File: config.mk
export PLATFORM = sky130hd
export DESIGN_NAME = cpu_mem_responder
export DESIGN_NICKNAME = d
export VERILOG_FILES = /design/src/rtl/cpu_mem_pkg.sv /design/src/rtl/cpu_mem_ibuf.sv /design/src/rtl/cpu_mem_responder.sv
export SDC_FILE = /design/constraint.sdc
export NUM_CORES = 1
export LEC_CHECK = 0
export BUFFER_PORTS_ARGS = -buffer_cell sky130_fd_sc_hd__buf_2
export CAP_MARGIN = 15
export CORE_AREA = 2 2 133 83
export CTS_BUF_LIST = sky130_fd_sc_hd__clkbuf_4 sky130_fd_sc_hd__clkbuf_8
export DETAILED_ROUTE_END_ITERATION = 7
export DIE_AREA = 0 0 135 85
export GPL_ROUTABILITY_DRIVEN = 1
export PLACE_DENSITY = 0.87
export REMOVE_ABC_BUFFERS = 1
export SYNTH_ARGS = -nofsm -noshare
export SYNTH_HDL_FRONTEND = slang
export SYNTH_SLANG_ARGS = --single-unit
File: constraint.sdc
create_clock -name clk -period 1.6 [get_ports clk]
set_input_delay 0.08 -clock clk [delete_from_list [all_inputs] [get_ports clk]]
set_output_delay 0.08 -clock clk [all_outputs]
set_load 0.01 [all_outputs]
File: src/rtl/cpu_mem_pkg.sv
// Shared definitions for the CPU memory responder.
//   state_t      : responder FSM states
//   WORD_BYTES   : bytes per RAM word
//   MAX_MEM_LAT  : largest supported backing RAM read latency
//   word_addr()  : byte address -> word address (callers truncate to ADDR_W)
package cpu_mem_pkg;

    typedef enum logic [2:0] {IDLE, DRD, DWR, IRD, RESP} state_t;

    localparam int unsigned WORD_BYTES  = 4;
    localparam int unsigned MAX_MEM_LAT = 4;

    function automatic logic [31:0] word_addr(input logic [31:0] byte_addr);
        return 32'(byte_addr >> $clog2(WORD_BYTES));
    endfunction

endpackage

File: src/rtl/cpu_mem_ibuf.sv
// One-entry instruction buffer for the CPU memory responder.
// Holds the last fetched word address, its data and a valid bit.
//   clk, rst            : clock, asynchronous active-low reset
//   lookup_addr         : word address to compare against the buffer
//   hit, hit_data       : combinational hit indication and buffered word
//   fill_en/addr/data   : load a freshly fetched word
//   inv_en/addr         : write to RAM; drops the entry if it matches
module cpu_mem_ibuf import cpu_mem_pkg::*; #(
    parameter int unsigned ADDR_W = 14
) (
    input  logic                      clk,
    input  logic                      rst,
    input  logic [ADDR_W-1:0]         lookup_addr,
    output logic                      hit,
    output logic [8*WORD_BYTES-1:0]   hit_data,
    input  logic                      fill_en,
    input  logic [ADDR_W-1:0]         fill_addr,
    input  logic [8*WORD_BYTES-1:0]   fill_data,
    input  logic                      inv_en,
    input  logic [ADDR_W-1:0]         inv_addr
);

    logic                    buf_valid;
    logic [ADDR_W-1:0]       buf_addr;
    logic [8*WORD_BYTES-1:0] buf_data;

    assign hit      = buf_valid && (buf_addr == lookup_addr);
    assign hit_data = buf_data;

    always_ff @(posedge clk or negedge rst) begin
        if (!rst) begin
            buf_valid <= 1'b0;
            buf_addr  <= '0;
            buf_data  <= '0;
        end else begin
            if (fill_en) begin
                buf_valid <= 1'b1;
                buf_addr  <= fill_addr;
                buf_data  <= fill_data;
            end else if (inv_en && (inv_addr == buf_addr)) begin
                buf_valid <= 1'b0;
            end
        end
    end

endmodule

File: src/rtl/cpu_mem_responder.sv
// Memory-side responder for the CPU instruction/data request link.
// Arbitrates the instruction port and the data port onto one single-ported
// synchronous RAM (data first), returns read data with valid pulses,
// acknowledges writes and drives per-port stalls.
//   clk, rst                               : clock, async active-low reset
//   instr_addr, rd_instr_en                : instruction fetch request
//   instr, instr_valid, instr_stall        : fetch result / pulse / stall
//   data_addr, rd_data_en, wr_data_en,
//   wrt_data                               : data access request
//   data, data_valid, data_stall           : data result / pulse / stall
//   err                                    : sticky protocol error
//   mem_addr, mem_re, mem_we, mem_wdata,
//   mem_rdata                              : backing RAM interface
// Optional: define CPU_MEM_RESPONDER_IBUF_EN to add a one-entry
// instruction buffer that answers repeated fetches without the RAM.
module cpu_mem_responder import cpu_mem_pkg::*; #(
    parameter int unsigned ADDR_W  = 14,
    parameter int unsigned MEM_LAT = 1
) (
    input  logic              clk,
    input  logic              rst,
    input  logic [31:0]       instr_addr,
    input  logic              rd_instr_en,
    output logic [31:0]       instr,
    output logic              instr_valid,
    output logic              instr_stall,
    input  logic [31:0]       data_addr,
    input  logic              rd_data_en,
    input  logic              wr_data_en,
    input  logic [31:0]       wrt_data,
    output logic [31:0]       data,
    output logic              data_valid,
    output logic              data_stall,
    output logic              err,
    output logic [ADDR_W-1:0] mem_addr,
    output logic              mem_re,
    output logic              mem_we,
    output logic [31:0]       mem_wdata,
    input  logic [31:0]       mem_rdata
);

    localparam int unsigned CNT_W = $clog2(MAX_MEM_LAT);

    state_t             state, state_nx, grant;
    logic [CNT_W-1:0]   lat_cnt, lat_cnt_nx;
    logic [ADDR_W-1:0]  addr_q;
    logic               resp_instr;
    logic               err_set;
    logic               ibuf_hit;
    logic [31:0]        ibuf_data;
    logic [ADDR_W-1:0]  i_word, d_word;
    logic               rd_done;

    assign i_word  = ADDR_W'(word_addr(instr_addr));
    assign d_word  = ADDR_W'(word_addr(data_addr));
    assign rd_done = (state == DRD || state == IRD) && (lat_cnt == '0);

`ifdef CPU_MEM_RESPONDER_IBUF_EN
    cpu_mem_ibuf #(.ADDR_W(ADDR_W)) u_ibuf (
        .clk         (clk),
        .rst         (rst),
        .lookup_addr (i_word),
        .hit         (ibuf_hit),
        .hit_data    (ibuf_data),
        .fill_en     (rd_done && state == IRD),
        .fill_addr   (addr_q),
        .fill_data   (mem_rdata),
        .inv_en      (mem_we),
        .inv_addr    (mem_addr)
    );
`else
    assign ibuf_hit  = 1'b0;
    assign ibuf_data = '0;
`endif

    // The RAM strobes are issued combinationally in the accepting IDLE cycle,
    // so a write completes there (DWR never occupies the state register) and
    // read data arrives MEM_LAT cycles later. Gating with rst keeps every
    // output low while reset is asserted even if requests are held.
    always_comb begin
        state_nx   = state;
        lat_cnt_nx = lat_cnt;
        grant      = IDLE;
        err_set    = 1'b0;
        mem_re     = 1'b0;
        mem_we     = 1'b0;
        mem_addr   = addr_q;
        mem_wdata  = '0;
        case (state)
            IDLE: begin
                if (rst) begin
                    if (wr_data_en)       grant = DWR;
                    else if (rd_data_en)  grant = DRD;
                    else if (rd_instr_en) grant = IRD;
                end
                case (grant)
                    DWR: begin
                        mem_we    = 1'b1;
                        mem_addr  = d_word;
                        mem_wdata = wrt_data;
                        state_nx  = RESP;
                        err_set   = rd_data_en || (data_addr[1:0] != 2'b00);
                    end
                    DRD: begin
                        mem_re     = 1'b1;
                        mem_addr   = d_word;
                        state_nx   = DRD;
                        lat_cnt_nx = CNT_W'(MEM_LAT - 1);
                        err_set    = (data_addr[1:0] != 2'b00);
                    end
                    IRD: begin
                        mem_addr = i_word;
                        err_set  = (instr_addr[1:0] != 2'b00);
                        if (ibuf_hit) begin
                            state_nx = RESP;
                        end else begin
                            mem_re     = 1'b1;
                            state_nx   = IRD;
                            lat_cnt_nx = CNT_W'(MEM_LAT - 1);
                        end
                    end
                    default: ;
                endcase
            end
            DRD, IRD: begin
                if (lat_cnt == '0) state_nx = RESP;
                else               lat_cnt_nx = lat_cnt - 1'b1;
            end
            default: state_nx = IDLE;
        endcase
    end

    always_ff @(posedge clk or negedge rst) begin
        if (!rst) begin
            state      <= IDLE;
            lat_cnt    <= '0;
            addr_q     <= '0;
            resp_instr <= 1'b0;
            instr      <= '0;
            data       <= '0;
            err        <= 1'b0;
        end else begin
            state   <= state_nx;
            lat_cnt <= lat_cnt_nx;
            if (grant != IDLE) begin
                addr_q     <= mem_addr;
                resp_instr <= (grant == IRD);
                if (err_set) err <= 1'b1;
                if (grant == IRD && ibuf_hit) instr <= ibuf_data;
            end
            if (rd_done && state == DRD) data  <= mem_rdata;
            if (rd_done && state == IRD) instr <= mem_rdata;
        end
    end

    assign instr_valid = (state == RESP) && resp_instr;
    assign data_valid  = (state == RESP) && !resp_instr;
    assign instr_stall = rst && rd_instr_en && !instr_valid;
    assign data_stall  = rst && (rd_data_en || wr_data_en) && !data_valid;

endmodule

[Word level (Yosys, flattened, before mapping)]
Index checks and enable logic that the tools add are counted.
Word-level totals
  register bits after elaboration: 85
  output and inout bits: 117
Operators by class
  add/sub/neg operators: 1
  eq/ne operators: 11
  mux-type cells: 22
  reductions and logical operators: 27
Operators by type and width (count)
  $mux W32: 2
  $pmux W14 S2: 1
  $mux W14: 1
  $eq A3 B2 Y1 const B: 4
  $mux W2: 6
  $logic_and A1 B1 Y1: 9
  $mux W3: 3
  $pmux W3 S3: 1
  $eq A3 B1 Y1 const B: 2
  $ne A2 B2 Y1 const B: 3
  $pmux W3 S2: 1
  $reduce_bool A2 Y1: 3
  $reduce_or A2 Y1: 3
  $mux W1: 5
  $ne A4 B1 Y1 const B: 1
  $pmux W2 S2: 1
  $reduce_and A2 Y1: 2
  $eq A3 B3 Y1 const B: 1
  $logic_not A1 Y1: 3
  $logic_not A3 Y1: 1
  $logic_or A1 B1 Y1: 3
  $pmux W1 S3: 1
  $reduce_and A3 Y1: 1
  $reduce_bool A3 Y1: 1
  2 further kinds: 2

[Depth between registers and ports, before layout]
  depth after elaboration: 9
  depth in mapped cells: 6
  depth with buffers taken out: 5

[Least setup slack after synthesis]
OpenSTA, ideal clock, no wires.
  path kind: register to output
  start point: register state[2]
  end point: output port mem_addr[10]
  data arrival time: 1667 ps
  slack: -147 ps
  stages on the path, launching flop included: 7
  path buffers: 3
  cell sequence: dfrtp_1 buf_6 nor4b_4 o31a_4 buf_12 buf_12 mux2_4
Between the ends
  cells in the longest elaborated chain, start to end: 2
Ends and longest elaborated chain
  start: declaration: RTL line cpu_mem_responder.sv:44  | state_t state, state_nx, grant;
  start signal: assignment: RTL line cpu_mem_responder.sv:143  | state <= state_nx;
  $logic_not A3 Y1: RTL line cpu_mem_responder.sv:89  | case (state)
  $mux W14: RTL line cpu_mem_responder.sv:89
  end: declaration: RTL line cpu_mem_responder.sv:35  | output logic [ADDR_W-1:0] mem_addr,
Every way passes these cells.

[Worst setup path after layout]
  start point: register state[0]
  end point: output port mem_addr[1]
The elaborated chain is that of the path after synthesis.

==> results.md <==
- Status: finished, violations left
- Worst skew pair latency: roughly 0.35 ns
- Via count: 3762
- DRT Wirelength: ~14000 microns
- Most frequent cells in the layout: 201 x buf_2, 85 x dfrtp_1, 76 x mux2_4, 37 x buf_6, 33 x dlygate4sd3_1
- Placed Instances: about 660
- Final hold vios: 0
- Worst setup margin: -0.417 ns
- Area grow syn2layout: 65.3%
- Synth Warn #: 0
- Largest net degree at the start of global routing: between 40 and 50
- CTS Buf Count: 9
- Fill cell total of the finished layout: around 740
- Grt ovf: 0
- Critical path arrival: approximately 1.9 ns
- 1st-pass router iterations: 5
- Antenna violation net count after detailed routing: 0
- Critical path peak fanout: 7
- Yosys reg bits: 85
- Num ports: 250
- Vias in the first global route: between 3k and 4k
- Fraction of layout cells with a size suffix above 1: 0.645
- Final Slew Violations: 0
- Max_cap viols: 0
- Synth area leader: dfrtp_1
- Antenna Cells: 0
- Top post-synthesis cells by area: dfrtp_1 51%, mux2_2 23%, and3_1 5.0%
- Clk_skew: 0.0148 ns
- Initial antenna violation count: 0
- Delay-heaviest family, CP: flip-flops
- RSZ-0062 raised after global routing: yes
- Post-synth EDFFs: 0
- Register area: between 0.002 and 0.0025 sq mm
- Final Setup Violations: 97
- Startpoint types: flop
- Area of the multi-input gates: between 0.002 and 0.0025 sq mm
- Tightest Hold Check Type: input port to flop
- Met3 usage: 0.0496
- CP Buf/Inv Count: 2
- Violated checks: setup timing
- Critical path cell sequence: nor4b_4 > o31a_4 > buf_12 > mux2_4 > buf_6
- Most common cell after layout, fill and taps aside: buf_2
- TritonCTS clock tree: built
- Synth unique cells: 36
- R2R setup slack: -0.26 ns
- PortBufs: between 200 and 250
- Die Ht: 85 microns
- Fmax: about 500 MHz
- Lkg Pwr: roughly 0.0036 uW
- First-pass GRT wire length: 20400 microns
- Sequential area share after synthesis: 0.513
- WHS: 0.129 ns
- Met2 usage: 0.423
- Effective utilization at floorplan: 0.403
- Clock Path Buffers: 2
- Clk slew on worst S/H paths: ~0.080 ns
- Remaining DRCs: 0
- Tmin final: slightly above 2 ns
- Vias/cell: between 5 and 6
- Die Footprint: ~0.011 sq mm
- Placer congestion estimate: approximately 0.82
- Routed wire per std cell: 19.0 microns
- Top FF cell, synth: dfrtp_1
- Power Density: 1570 mW/mm^2
- Slowest CP cell: dfrtp_1
- Floorplan row count: 29
- Final non-filler cell total: around 750
- Worst setup path class: flop to output pin
- Cells after Synth: around 320
- Final nets: between 700 and 800
- DR iter-0 viols: approximately 200
- Mapped cell area: ~0.0041 sq mm
- Core area: a little over 0.01 sq mm
- Slew @ Worst Pin: between 0.5 and 0.6 ns
- Clk sink count: 85
- Required time worst endpoint: 1.52 ns
- Global Route Usage Sum: 0.230
- Period utilization: 1.26
- Asr flop ratio synth: 1.00
- Grt met1 use: 0.276
- Root Buffer: clkbuf_8
- Slew headroom: 0.633
- Share of the synthesized area in the top cell type: 0.513
- Busiest grt layer: met2
- H-tree Lvls: 3
- HPWL reported at the end of detailed placement: 8480 microns
- Critical Path Max Stage Delay: between 0.4 and 0.5 ns
- Die width: about 140 microns
- Syn_area_per_cell: ~13 sq um
- Max IR drop VDD: 925 uV
- Crit end category: output pin
==> per-stage QoR <==
stage	TNS [ns]	power [uW]	instance area, sq um	setup WS, ns	util
floorplan	-72.78	5670	4000	-1.01	-
global placement	-1.11	7220	5430	-0.0375	0.527
detailed placement	-2.67	7420	5430	-0.0767	0.527
CTS	-23.08	9920	6390	-0.462	0.620
global route	-25.08	11400	6860	-0.504	0.665
finish	-17.57	10800	6860	-0.417	0.665
==> cells in the mapped netlist (all sizes together), types with 3 or more instances <==
cell    instances
a21oi           3
nand2           3
and3           33
or4bb          14
dfrtp          85
nor2            5
mux2           92
clkbuf         14
a21boi         14
o21ai          17
buf            11
inv             4
==> worst paths after layout <==
| kind | to | startpoint | cells after the start |
|---|---|---|---|
| min reg2reg | err | err | 1 |
| max | mem_addr[1] | state[0] | 5 |
| max reg2reg | addr_q[12] | state[0] | 7 |
| min | err | data_addr[0] | 4 |
| max in group asynchronous | data[12] | rst | 3 |
| min in group asynchronous | lat_cnt[1] | rst | 3 |
==> cell families after synthesis <==
kind of cell | count (synthesis) | synth area share
multiplexers | 92 | 0.258
buffers and inverters | 29 | 0.0389
flip-flops | 85 | 0.513
AO/OA/AOI/OAI | 43 | 0.0691
adder cells (fa/ha/maj) | 1 | 0.00302
AND/OR/NAND/NOR | 67 | 0.118
==> timing repair <==
item                       4_1_cts  5_1_grt
setup endpoints to repair       86      131
gates cloned                     3        4
buffers inserted                17       17
pin swaps                        3       11
hold buffers                    33        0
resized for setup               46       88
hold endpoints to repair       129        0
==> flip-flops by register name (all words and copies together), names as in the netlist <==
register	cells
data	32
instr	32
addr_q	14
state	3
lat_cnt	2
err	1
resp_instr	1
==> area by class of cell <==
type | instances | area share
clock buffers | 10 | 0.0201
clock inverters | 6 | 0.0100
inverters | 4 | 0.00219
multi-input cells | 203 | 0.318
flip-flops and latches | 85 | 0.310
well taps | 139 | 0.0254
repair buffers | 300 | 0.314
==> tightest hold or removal path: cells and delay by family <==
kind | cells | cell delay (ns)
AOI/OAI and AO/OA | 3 | 0.28
buffers and inverters | 1 | 0.09
==> per-layer routing <==
metal / share of wire / vias to the layer above
met1: 0.42 / 1873
li1: - / 1727
met3: 0.059 / 11
met4: 0.0082 / 0
met5: 0 / -
met2: 0.51 / 151
==> power by group <==
part | internal [uW] | switching, uW
logic | 3310 | 2220
registers | 3070 | 551
clock network | 776 | 827
Power figures use the tool's default switching activity.
